[config.mk]
export PLATFORM = sky130hd
export DESIGN_NAME = wave_sel_xfade
export DESIGN_NICKNAME = d
export VERILOG_FILES = /design/src/rtl/wave_sel_xfade.sv
export SDC_FILE = /design/constraint.sdc
export NUM_CORES = 1
export LEC_CHECK = 0
export BUFFER_PORTS_ARGS = -buffer_cell sky130_fd_sc_hd__buf_2
export CAP_MARGIN = 20
export CORE_MARGIN = 5
export CORE_UTILIZATION = 55
export CTS_CLUSTER_DIAMETER = 150
export DETAILED_ROUTE_END_ITERATION = 8
export PLACE_DENSITY_LB_ADDON = 0.25
export REMOVE_ABC_BUFFERS = 1
export SLEW_MARGIN = 10
export SYNTH_ARGS = -nofsm -noshare
export SYNTH_HDL_FRONTEND = slang
export SYNTH_SLANG_ARGS = --single-unit
[constraint.sdc]
create_clock -name clk -period 6.2 [get_ports clk]
set_clock_uncertainty 0.2 [all_clocks]
set_input_delay 1.24 -clock clk [delete_from_list [all_inputs] [get_ports clk]]
set_output_delay 1.24 -clock clk [all_outputs]
set_load 0.02 [all_outputs]
[src/rtl/wave_sel_xfade.sv]
// wave_sel_xfade: registered N-way waveform selector for the DDS output path.
// A select change fades the active channel down to midscale, swaps to the
// requested channel, then fades the new channel back up, so switching never
// clicks. Everything advances only on the sample-rate strobe.
//
// Handshake: out_valid is a one-cycle pulse, issued the cycle after each
// sample_en strobe, marking that out holds a new sample. There is no
// back-pressure. Between strobes, out holds its value and out_valid stays low.
module wave_sel_xfade #(
    parameter int M    = 12,
    parameter int N    = 5,
    parameter int SELW = 3,
    parameter int G    = 4
) (
    input  logic              clk,
    input  logic              rst_n,
    input  logic [N*M-1:0]    in_bus,
    input  logic [SELW-1:0]   sel,
    input  logic              sample_en,
    output logic [M-1:0]      out,
    output logic              out_valid,
    output logic              busy,
    output logic [1:0]        dbg_state
);

    typedef enum logic [1:0] {
        ST_STEADY   = 2'd0,
        ST_FADE_OUT = 2'd1,
        ST_FADE_IN  = 2'd2
    } state_t;

    localparam logic [M-1:0] MID      = {1'b1, {(M-1){1'b0}}};
    localparam logic [G:0]   GAIN_MAX = {1'b1, {G{1'b0}}};
    localparam logic [G:0]   GAIN_ONE = {{G{1'b0}}, 1'b1};
    localparam logic [G:0]   GAIN_MIN = '0;

    state_t          r_state;
    logic [SELW-1:0] r_cur;
    logic [SELW-1:0] r_tgt;
    logic [G:0]      r_gain;
    logic [M-1:0]    r_out;
    logic            r_out_valid;

    state_t              w_state_nxt;
    logic [SELW-1:0]     w_cur_nxt;
    logic [G:0]          w_gain_nxt;
    logic [SELW-1:0]     w_tgt_nxt;
    logic                w_sel_ok;
    logic [M-1:0]        w_in_k;
    logic signed [M:0]   w_d;
    logic signed [M+G+1:0] w_d_ext;
    logic signed [M+G+1:0] w_g_ext;
    logic signed [M+G+1:0] w_p;
    logic signed [M+G+1:0] w_p_sh;
    logic [M-1:0]        w_out;

    // Out-of-range selects leave the pending target untouched.
    assign w_sel_ok  = ({1'b0, sel} < (SELW+1)'(N));
    assign w_tgt_nxt = w_sel_ok ? sel : r_tgt;

    // Pick the active channel's sample out of the flat input bus.
    always_comb begin
        w_in_k = MID;
        for (int k = 0; k < N; k++) begin
            if (r_cur == SELW'(k)) begin
                w_in_k = in_bus[k*M +: M];
            end
        end
    end

    // Scale the offset from midscale by gain/2**G; the arithmetic shift
    // rounds toward -inf, and |gain| <= 1 keeps the sum inside M bits.
    assign w_d     = $signed({1'b0, w_in_k}) - $signed({1'b0, MID});
    assign w_d_ext = {{(G+1){w_d[M]}}, w_d};
    assign w_g_ext = {{(M+1){1'b0}}, r_gain};
    assign w_p     = w_d_ext * w_g_ext;
    assign w_p_sh  = w_p >>> G;
    assign w_out   = MID + w_p_sh[M-1:0];

    // Fade sequencing: the decision uses the target captured on this strobe.
    always_comb begin
        w_state_nxt = r_state;
        w_cur_nxt   = r_cur;
        w_gain_nxt  = r_gain;
        case (r_state)
            ST_STEADY: begin
                w_gain_nxt = GAIN_MAX;
                if (w_tgt_nxt != r_cur) begin
                    w_state_nxt = ST_FADE_OUT;
                    w_gain_nxt  = GAIN_MAX - GAIN_ONE;
                end
            end
            ST_FADE_OUT: begin
                if (r_gain == GAIN_MIN) begin
                    // Swap at silence; the latest target wins.
                    w_cur_nxt   = w_tgt_nxt;
                    w_state_nxt = ST_FADE_IN;
                end else begin
                    w_gain_nxt = r_gain - GAIN_ONE;
                end
            end
            ST_FADE_IN: begin
                if (w_tgt_nxt != r_cur) begin
                    // Reverse from the present gain so the output stays continuous.
                    w_state_nxt = ST_FADE_OUT;
                    if (r_gain != GAIN_MIN) begin
                        w_gain_nxt = r_gain - GAIN_ONE;
                    end
                end else begin
                    w_gain_nxt = r_gain + GAIN_ONE;
                    if ((r_gain + GAIN_ONE) == GAIN_MAX) begin
                        w_state_nxt = ST_STEADY;
                    end
                end
            end
            default: begin
                w_state_nxt = ST_STEADY;
                w_gain_nxt  = GAIN_MAX;
            end
        endcase
    end

    // State, selection and output registers; only strobes move them.
    always_ff @(posedge clk) begin
        if (!rst_n) begin
            r_state     <= ST_STEADY;
            r_cur       <= '0;
            r_tgt       <= '0;
            r_gain      <= GAIN_MAX;
            r_out       <= MID;
            r_out_valid <= 1'b0;
        end else begin
            r_out_valid <= sample_en;
            if (sample_en) begin
                r_out   <= w_out;
                r_tgt   <= w_tgt_nxt;
                r_cur   <= w_cur_nxt;
                r_gain  <= w_gain_nxt;
                r_state <= w_state_nxt;
            end
        end
    end

    assign out       = r_out;
    assign out_valid = r_out_valid;
    assign busy      = (r_state != ST_STEADY);
    assign dbg_state = r_state;

endmodule

==> results.sh <==
export IMPL_status="complete, no violations"
export IMPL_cp_required_ns=6.15
export IMPL_grt_usage=0.2299
export IMPL_fmax_ghz=0.1726
export IMPL_power_static_leakage_nw=2.091
export IMPL_wirelength_um=9439
export IMPL_synthXorXnorAreaFrac=0.04416
export IMPL_antenna_found_initial=0
export IMPL_finalPower_uw=982.6
export IMPL_die_w_um=92.78
export IMPL_ys_seq_elements=26
export IMPL_port_buffers=81
export IMPL_whs_ns=0.2711
export IMPL_cts_made_buffers=3
export IMPL_routed_via_density=5.652
export IMPL_cts_htree_levels=1
export IMPL_root_buffer="clkbuf_8"
export IMPL_muxShareOfSynthArea=0.1023
export IMPL_synth_cell_types=61
export IMPL_wl_per_cell_um=15.81
export IMPL_hold_buffers=0
export IMPL_synth_compound_area_share=0.1560
export IMPL_switchingPower_uw=438.7
export IMPL_critPathLaunchType="input port"
export IMPL_internal_power_uw=543.9
export IMPL_layout_commonest_cell="buf_2"
export IMPL_most_common_layout_cells="buf_2, inv_1, nor2_1"
export IMPL_cts_resized=0
export IMPL_grt_max_degree=32
export IMPL_synth_cells=443
export IMPL_antenna_left=0
export IMPL_fillCellCount=564
export IMPL_synthSimpleGateAreaFrac=0.1909
export IMPL_cp_end_kind="flip-flop"
export IMPL_dp_cells=593
export IMPL_tns_ns=0
export IMPL_slew_viol_final=0
export IMPL_power_share_sequential=0.230
export IMPL_fin_cells=597
export IMPL_gp_congestion=0.9001
export IMPL_start_util=0.5609
export IMPL_synth_top_family_by_area="adder cells"
export IMPL_worst_slew_pin_slew_ns=0.7789
export IMPL_crit_arrival_ns=5.75
export IMPL_finalNetCount=647
export IMPL_cap_violations=0
export IMPL_ioPinCount=82
export IMPL_synthToLayoutAreaGrowth_pct=15.34
export IMPL_cts_tree="yes"
export IMPL_synth_enable_flop_cells=0
export IMPL_async_flop_share=0
export IMPL_drive_above_1_share=0.2186
export IMPL_path_clk_slew_ns=0.10
export IMPL_core_area_mm2=0.006719
export IMPL_syn_area_mm2=0.003769
export IMPL_rows=30
export IMPL_grt_overflow_total=0
export IMPL_setup_viol=0
export IMPL_grt_pass1_vias=3512
export IMPL_period_share=0.9344
export IMPL_ir_worst_vdd_mv=0.1227
export IMPL_vias=3374
export IMPL_hold_violations=0
export IMPL_synth_seq_area_share=0.1381
export IMPL_criticalPathCategory="in2reg"
export IMPL_die_y_um=92.78
export IMPL_slew_headroom=0.4800
export IMPL_cp_max_fo=5
export IMPL_first_iter_violations=166
export IMPL_avgSynthCellArea_um2=8.507
export IMPL_p_comb_frac=0.616
export IMPL_ys_flop_type="dfxtp_1"
export IMPL_cts_sinks=26
export IMPL_clock_path_buffers=2
export IMPL_grt_pass1_wl_um=16000
export IMPL_post_cts_buffers=0
export IMPL_synthAdderAreaFrac=0.2769
export IMPL_powerDensity_mw_per_mm2=226.1
export IMPL_hold_class="reg2reg"
export IMPL_rsz0062_at_grt="no"
export IMPL_firstDrtPassIters=5
export IMPL_drc=0
export IMPL_die_area_mm2=0.008607
export IMPL_fin_crit_ns=5.793
export IMPL_place_hpwl_um=7500
export IMPL_diodes=0
export IMPL_clock_latency_ns=0.29
export IMPL_switching_share=0.4464
export IMPL_power_share_clock=0.154
export IMPL_ff2ff_path_depth=17
export IMPL_ys_warn_count=0
export IMPL_min_path_cells=2
## critical path, cell delays in order
cell and delay [ns]:
buf_2 0.10, mux4_2 0.46, a22oi_1 0.21, nor2b_1 0.11, fa_1 0.53, inv_1 0.04
fa_1 0.46, fa_1 0.55, inv_1 0.05, ha_1 0.36, a211oi_1 0.43, o21ai_1 0.19
a221oi_1 0.49, o21ai_1 0.17, xnor2_1 0.15, mux2i_1 0.13, nand2_1 0.06
## path summary, 6_finish.rpt
path / from / to / slack (ns)
setup / recovery: in_bus[39] / out[11]$_SDFFE_PN1P_ / 0.41
hold / removal: out[9]$_SDFFE_PN0P_ / out[9]$_SDFFE_PN0P_ / 0.27
setup reg to reg: r_cur[0]$_SDFFE_PN0P_ / out[11]$_SDFFE_PN1P_ / 0.68
hold reg to reg: out[9]$_SDFFE_PN0P_ / out[9]$_SDFFE_PN0P_ / 0.27
## power by group through the flow
stage                     Clock [mW]  Combinational [mW]  Sequential (mW)
after floorplan                    0               0.420            0.256
after global placement             0               0.588            0.228
after detailed placement           0               0.602            0.229
after CTS                      0.154               0.609            0.226
after global routing           0.158               0.686            0.232
final                          0.151               0.605            0.226
## kinds of logic (layout without fill, tap and decap cells)
| family | after synthesis | in the layout |
|---|---|---|
| AND/OR/NAND/NOR | 137 | 137 |
| buffers and inverters | 88 | 162 |
| AO/OA/AOI/OAI | 83 | 83 |
| adder cells (fa/ha/maj) | 63 | 63 |
| multiplexers | 27 | 27 |
| flip-flops | 26 | 26 |
| XOR/XNOR | 19 | 19 |
## layout make-up
| class | instances | area [um2] | share of cell area |
|---|---|---|---|
| Clock inverter | 1 | 30.03 | 0.006908 |
| Multi-Input combinational cell | 329 | 2903 | 0.6678 |
| Clock buffer | 3 | 41.29 | 0.009499 |
| Timing Repair Buffer | 93 | 508.0 | 0.1169 |
| Tap cell | 80 | 100.1 | 0.02303 |
| Inverter | 65 | 244.0 | 0.05613 |
| Sequential cell | 26 | 520.5 | 0.1197 |
## sequential cells by signal, indices dropped and copies added, names as in the netlist
name / count
out_valid: 1
dbg_state: 2
r_cur: 3
out: 12
r_gain: 5
r_tgt: 3
## synthesized netlist by cell type, drive strengths merged, types with 6 or more instances
cell | number | area share
xnor2 | 15 | 0.035
nor2b | 34 | 0.056
nand2b | 10 | 0.017
mux2i | 16 | 0.042
mux4 | 9 | 0.054
clkbuf | 17 | 0.017
fa | 34 | 0.18
nand3 | 10 | 0.013
o21ai | 12 | 0.016
nand2 | 20 | 0.021
nor2 | 37 | 0.037
dfxtp | 26 | 0.14
ha | 29 | 0.096
a21oi | 21 | 0.028
buf | 6 | 0.010
a22oi | 11 | 0.023
inv | 64 | 0.064
## routing by layer
layer,global-route usage,part of all wire
met5,0,0
met1,0.2997,0.44
met2,0.3917,0.47
met4,0.07326,0.025
met3,0.03331,0.063
## stage by stage
stage                       util  setup WS, ns  cell area (um2)
after floorplan                -        0.6038             3667
after global placement    0.6363        0.2664             4275
after detailed placement  0.6363        0.1273             4275
after CTS                 0.6469        0.4265             4347
after global routing      0.6469       0.03056             4347
final                     0.6469        0.4066             4347
Note: power is estimated with default switching activity, not from simulation.
